==> config.mk <==
export PLATFORM = sky130hd
export DESIGN_NAME = essr_clear_ctrl_flat
export DESIGN_NICKNAME = d
export VERILOG_FILES = /design/src/rtl/essr_clear_ctrl_if.sv /design/src/rtl/essr_clear_ctrl.sv /design/src/flat_wrapper.sv
export SDC_FILE = /design/constraint.sdc
export NUM_CORES = 1
export LEC_CHECK = 0
export ABC_CLOCK_PERIOD_IN_PS = 1750
export BUFFER_PORTS_ARGS = -buffer_cell sky130_fd_sc_hd__clkbuf_2
export CORE_ASPECT_RATIO = 0.6
export CORE_UTILIZATION = 41
export CTS_BUF_LIST = sky130_fd_sc_hd__clkbuf_2 sky130_fd_sc_hd__clkbuf_4 sky130_fd_sc_hd__clkbuf_8
export DETAILED_ROUTE_END_ITERATION = 6
export PLACE_DENSITY = 0.69
export SYNTH_ARGS = -nofsm -noshare
export SYNTH_HDL_FRONTEND = slang
export SYNTH_SLANG_ARGS = --single-unit
==> constraint.sdc <==
create_clock -name clk -period 1.75 [get_ports clk]
set_input_delay 0.35 -clock clk [delete_from_list [all_inputs] [get_ports clk]]
set_output_delay 0.35 -clock clk [all_outputs]
set_load 0.02 [all_outputs]
==> src/rtl/essr_clear_ctrl_if.sv <==
// essr_clear_ctrl_if: lane flag/clear signals and host event channel of the essr clear controller
interface essr_clear_ctrl_if #(
    parameter int N = 4
);
    logic [N-1:0] g;
    logic [N-1:0] gn;
    logic [N-1:0] r;
    logic         evt_valid;
    logic         evt_ready;
    logic [3:0]   evt_lane;
    logic [1:0]   evt_code;
    logic         busy;
    logic [15:0]  err_count;

    modport master (
        input  g, gn, evt_ready,
        output r, evt_valid, evt_lane, evt_code, busy, err_count
    );

    modport slave (
        output g, gn, evt_ready,
        input  r, evt_valid, evt_lane, evt_code, busy, err_count
    );
endinterface

==> src/rtl/essr_clear_ctrl.sv <==
// essr_clear_ctrl: round-robin service of raised essr flags; optional error statistics under ESSR_CLR_STATS_EN
module essr_clear_ctrl #(
    parameter int N       = 4,
    parameter int HOLD    = 2,
    parameter int TIMEOUT = 8
) (
    input  logic clk,
    input  logic rst_n,
    essr_clear_ctrl_if.master bus
);
    localparam int LW = (N > 1) ? $clog2(N) : 1;
    localparam int HW = $clog2(HOLD + 1);
    localparam int TW = $clog2(TIMEOUT + 1);
    localparam logic [N-1:0] ONE = 1;

    typedef enum logic [1:0] {IDLE, PULSE, WAIT, REPORT} state_t;

    state_t        r_state;
    state_t        w_next;
    logic [3:0]    r_lane;
    logic [3:0]    r_last;
    logic [3:0]    w_pick;
    logic          w_found;
    logic          r_conf;
    logic [1:0]    r_code;
    logic [HW-1:0] r_hold;
    logic [TW-1:0] r_wcnt;
    logic          w_idle;
    logic          w_hs;

    assign w_idle = !bus.g[r_lane[LW-1:0]] && bus.gn[r_lane[LW-1:0]];
    assign w_hs   = bus.evt_valid && bus.evt_ready;

    // first raised lane after the last serviced one; lower offsets overwrite higher ones
    always_comb begin
        w_found = 1'b0;
        w_pick  = '0;
        for (int k = N; k >= 1; k--) begin
            if (bus.g[LW'((int'(r_last) + k) % N)]) begin
                w_found = 1'b1;
                w_pick  = 4'((int'(r_last) + k) % N);
            end
        end
    end

    // state register
    always_ff @(posedge clk) begin
        if (!rst_n) r_state <= IDLE;
        else        r_state <= w_next;
    end

    // next-state decision
    always_comb begin
        w_next = r_state;
        case (r_state)
            IDLE:    w_next = w_found ? PULSE : IDLE;
            PULSE:   w_next = (r_hold == HW'(HOLD - 1)) ? WAIT : PULSE;
            WAIT:    w_next = (w_idle || r_wcnt == TW'(TIMEOUT - 1)) ? REPORT : WAIT;
            REPORT:  w_next = w_hs ? IDLE : REPORT;
            default: w_next = IDLE;
        endcase
    end

    // lane capture, hold/wait counters, event code and round-robin pointer
    always_ff @(posedge clk) begin
        if (!rst_n) begin
            r_lane <= '0;
            r_last <= 4'(N - 1);
            r_conf <= 1'b0;
            r_code <= 2'b00;
            r_hold <= '0;
            r_wcnt <= '0;
        end else begin
            case (r_state)
                IDLE: if (w_found) begin
                    r_lane <= w_pick;
                    r_conf <= bus.g[w_pick[LW-1:0]] && bus.gn[w_pick[LW-1:0]];
                    r_hold <= '0;
                    r_wcnt <= '0;
                end
                PULSE: r_hold <= r_hold + 1'b1;
                WAIT: if (w_idle) begin
                    r_code <= r_conf ? 2'b11 : 2'b01;
                end else begin
                    r_wcnt <= r_wcnt + 1'b1;
                    if (r_wcnt == TW'(TIMEOUT - 1)) r_code <= 2'b10;
                end
                REPORT: if (w_hs) r_last <= r_lane;
                default: ;
            endcase
        end
    end

    // outputs decoded from registered state only, so they move on clock edges
    always_comb begin
        bus.r         = (r_state == PULSE) ? (ONE << r_lane) : '0;
        bus.evt_valid = (r_state == REPORT);
        bus.evt_lane  = r_lane;
        bus.evt_code  = r_code;
        bus.busy      = (r_state != IDLE);
    end

`ifdef ESSR_CLR_STATS_EN
    logic [15:0] r_err;

    // saturating count of stuck and conflict events accepted by the host
    always_ff @(posedge clk) begin
        if (!rst_n)                                        r_err <= '0;
        else if (w_hs && r_code[1] && r_err != 16'hFFFF)   r_err <= r_err + 16'd1;
    end

    assign bus.err_count = r_err;
`else
    assign bus.err_count = 16'd0;
`endif
endmodule

==> src/flat_wrapper.sv <==
// flat-port wrapper written by rule: the top's interface ports become plain ports
module essr_clear_ctrl_flat 
#(
    parameter int N       = 4,
    parameter int HOLD    = 2,
    parameter int TIMEOUT = 8
)
  (clk, rst_n, bus_g, bus_gn, bus_evt_ready, bus_r, bus_evt_valid, bus_evt_lane, bus_evt_code, bus_busy, bus_err_count);
  essr_clear_ctrl_if #(.N(N)) bus_i ();
  input  logic clk;
  input  logic rst_n;
  input wire logic [$bits(bus_i.g)-1:0] bus_g;
  input wire logic [$bits(bus_i.gn)-1:0] bus_gn;
  input wire logic [$bits(bus_i.evt_ready)-1:0] bus_evt_ready;
  output wire logic [$bits(bus_i.r)-1:0] bus_r;
  output wire logic [$bits(bus_i.evt_valid)-1:0] bus_evt_valid;
  output wire logic [$bits(bus_i.evt_lane)-1:0] bus_evt_lane;
  output wire logic [$bits(bus_i.evt_code)-1:0] bus_evt_code;
  output wire logic [$bits(bus_i.busy)-1:0] bus_busy;
  output wire logic [$bits(bus_i.err_count)-1:0] bus_err_count;
  assign bus_i.g = bus_g;
  assign bus_i.gn = bus_gn;
  assign bus_i.evt_ready = bus_evt_ready;
  assign bus_r = bus_i.r;
  assign bus_evt_valid = bus_i.evt_valid;
  assign bus_evt_lane = bus_i.evt_lane;
  assign bus_evt_code = bus_i.evt_code;
  assign bus_busy = bus_i.busy;
  assign bus_err_count = bus_i.err_count;
  essr_clear_ctrl #(.N(N), .HOLD(HOLD), .TIMEOUT(TIMEOUT)) u_core (.clk(clk), .rst_n(rst_n), .bus(bus_i));
endmodule
==> impl_results.md <==
* Status: finished, final reports clean
* WHS Endpoint: u_core.r_last[0]
* Count leader, synth: buf_4
* Drt initial violations at 39
* FP Rows at 13
* Grt total ovfl at 0
* Post-synthesis register bit count at 15
* Share of flip-flops with an asynchronous set or reset at 0
* First-pass GRT wire length at between 3000 and 4000 µm
* R2r worst-path depth at 4
* Final wirelength at 2130 µm
* Setup repair bufs after CTS at 0
* Fraction of the cycle the final worst path needs at 0.936
* Area delta synth->final at 12.4%
* Port Buf Inserts at 20
* Critical Path End Type: output pin
* Distinct cells, synth at 39
* Minimum clock period at roughly 1600 ps
* Clock buffer count from CTS at 3
* Internal reg-to-reg setup slack at between 150 and 200 ps
* Via density at 4.79
* Critical Path Start Type: register
* Synthesized cell area at 1040 µm²
* CP Max Fanout at 6
* Core Region at roughly 2300 µm²
* Total I/O pin count at 39
* Critical Path Start: u_core.r_state[0]
* Final worst slack at about 110 ps
* Routing usage on met3 at 0.0583
* GPL Wtd Cong at 0.848
* HPWL after detailed placement at about 1700 µm
* Sink Count at 15
* Met2 Use GR at 0.215
* Max VDD drop at around 450 µV
* Hold crit path type: input pin to register
* Switch Pwr at 0.280 mW
* EDFF count, synth at 0
* Top post-synthesis cells by count: buf_4 (18), dfxtp_1 (15), nand2_1 (13)
* Clock share of power at 0.339
* Setup TNS Final at 0 ps
* Post-route ant nets at 0
* Fmax at slightly above 600 MHz
* Pint at roughly 0.61 mW
* Initial core utilization at 0.458
* Total die area at 2750 µm²
* Post-synthesis area per instance at around 8.1 µm²
* Post-place setup slack at around 15 ps
* Tot Pwr at approximately 0.9 mW
* Area contributors post-synth: dfxtp_1 (29%), buf_4 (13%), nor2b_1 (5.4%)
* Die height at around 40 µm
* Sw Ratio at 0.315
* Reg-to-reg endpoint: u_core.r_wcnt[2]
* Clock Tree Root: clkbuf_8
* DRC Markers at 0
* CTS Hold Buffers Added at 0
* Clock Skews at roughly 2.7 ps
* Final setup fails at 0
* Clk pin slew, worst setup/hold paths at 60 ps
* Vias in the first global route at between 600 and 700
* CP required at 1400 ps
* Post-route cell area at around 1200 µm²
* Hold path cells at 2
* DP Area at 1120 µm²
* Post-synth top area cell: dfxtp_1
* Max_cap viols at 0
* Leakage at around 0.54 nW
* Met1 Use GR at 0.247
* Share of cells above drive strength 1 at 0.217
* Drt wl/cell at 11.7 µm
* Clock latency on the worst-skew pair at approximately 250 ps
* Seq/Total Area, Yosys at 0.288
* Drt pass-1 iters at 5
* Max Slew Vio Count at 0
* Number of diodes at 0
* Finished Core Util at 0.514
* H-Tree Level Count at 1
* Sequential power share at 0.420
* Non-Filler Instances at approximately 180
* GRT Overall Usage at 0.165
* DIE WIDTH at between 60 and 70 µm
* Worst EP arrival at between 1000 and 1500 ps
* Ys Warns at 0
* Vias at roughly 870
* Power density cells at approximately 760 nW/µm²
* Hold Startpoint: rst_n
* PostCTS Resize Cnt at 0
* Tightest hold margin at 466 ps
* CTS tree: built
* Hold Vio Cnt, Final at 0
* Initial antenna violation count at 0
* Top FF cell, synth: dfxtp_1
* Cell count after synthesis at 129
* FF-to-FF Start: u_core.bus.evt_lane[0]
* Clk buf depth at 2
* RSZ-0062 raised after global routing: no
* GRT busiest layer: met1
* Post-Place Cells at roughly 180
* Final Net Count at between 150 and 200
* Post-synth top area share at 0.288
* Largest net degree at the start of global routing at 17
* Crit Path Class: register to output pin
* Combinational cell fraction of total power at 0.241
## power by group through the flow
stage	combinational, mW	clock (mW)	sequential, mW
after CTS	0.211	0.301	0.373
after global routing	0.235	0.323	0.376
after global placement	0.206	0	0.380
after floorplan	0.172	0	0.382
after detailed placement	0.211	0	0.380
final	0.214	0.301	0.373
## cell usage in the layout (no fill, tap or decap), drive strengths merged, types with 2 or more instances in the layout
cell type / instances
a21boi: 2
a21oi: 2
and2: 7
and4b: 2
buf: 3
clkbuf: 24
conb: 18
dfxtp: 15
ha: 2
inv: 4
mux2i: 4
nand2: 13
nand2b: 6
nand3: 3
nor2: 9
nor2b: 9
nor3: 2
nor3b: 3
o21ai: 6
## worst max-delay path by stage
stage	endpoint	slack (ps)	cells past startpoint
4_1_cts	bus_r[3]	60	3
3_3_place_gp	u_core.r_conf	80	5
2_1_floorplan	u_core.r_wcnt[2]	60	4
5_1_grt	bus_r[1]	10	4
3_5_place_dp	u_core.r_state[0]	20	5
6_report	bus_r[3]	110	3
## flip-flops by register name (all words and copies together) (netlist names)
signal	cells
u_core.bus.evt_code	2
u_core.bus.evt_lane	2
u_core.r_conf	1
u_core.r_hold	2
u_core.r_last	2
u_core.r_state	2
u_core.r_wcnt	4
## metal layers
layer,part of all wire,vias to the layer above
met1,0.58,391
met3,0.048,0
li1,-,454
met5,0,-
met4,0,0
met2,0.37,26
## critical path, stage by stage (launching register included)
cell and delay [ps]:
dfxtp_1 440, nor2b_2 260, and3_1 170, clkbuf_2 160
## cell type report
class                   count  area, µm²
inverters                   4       15.0
flip-flops and latches     15        300
multi-input cells         106        647
clock buffers               4       48.8
fillers                   233       1110
repair buffers             23        123
well taps                  30       37.5
## cell families after synthesis
| kind of cell | synth area share |
|---|---|
| simple gates | 0.300 |
| buf+inv | 0.155 |
| compound gates | 0.152 |
| flops | 0.288 |
| mux | 0.0600 |
| fa+ha+maj | 0.0240 |
| xor+xnor | 0.0168 |
| other cells | 0.00360 |
Note: power is estimated with default switching activity, not from simulation.
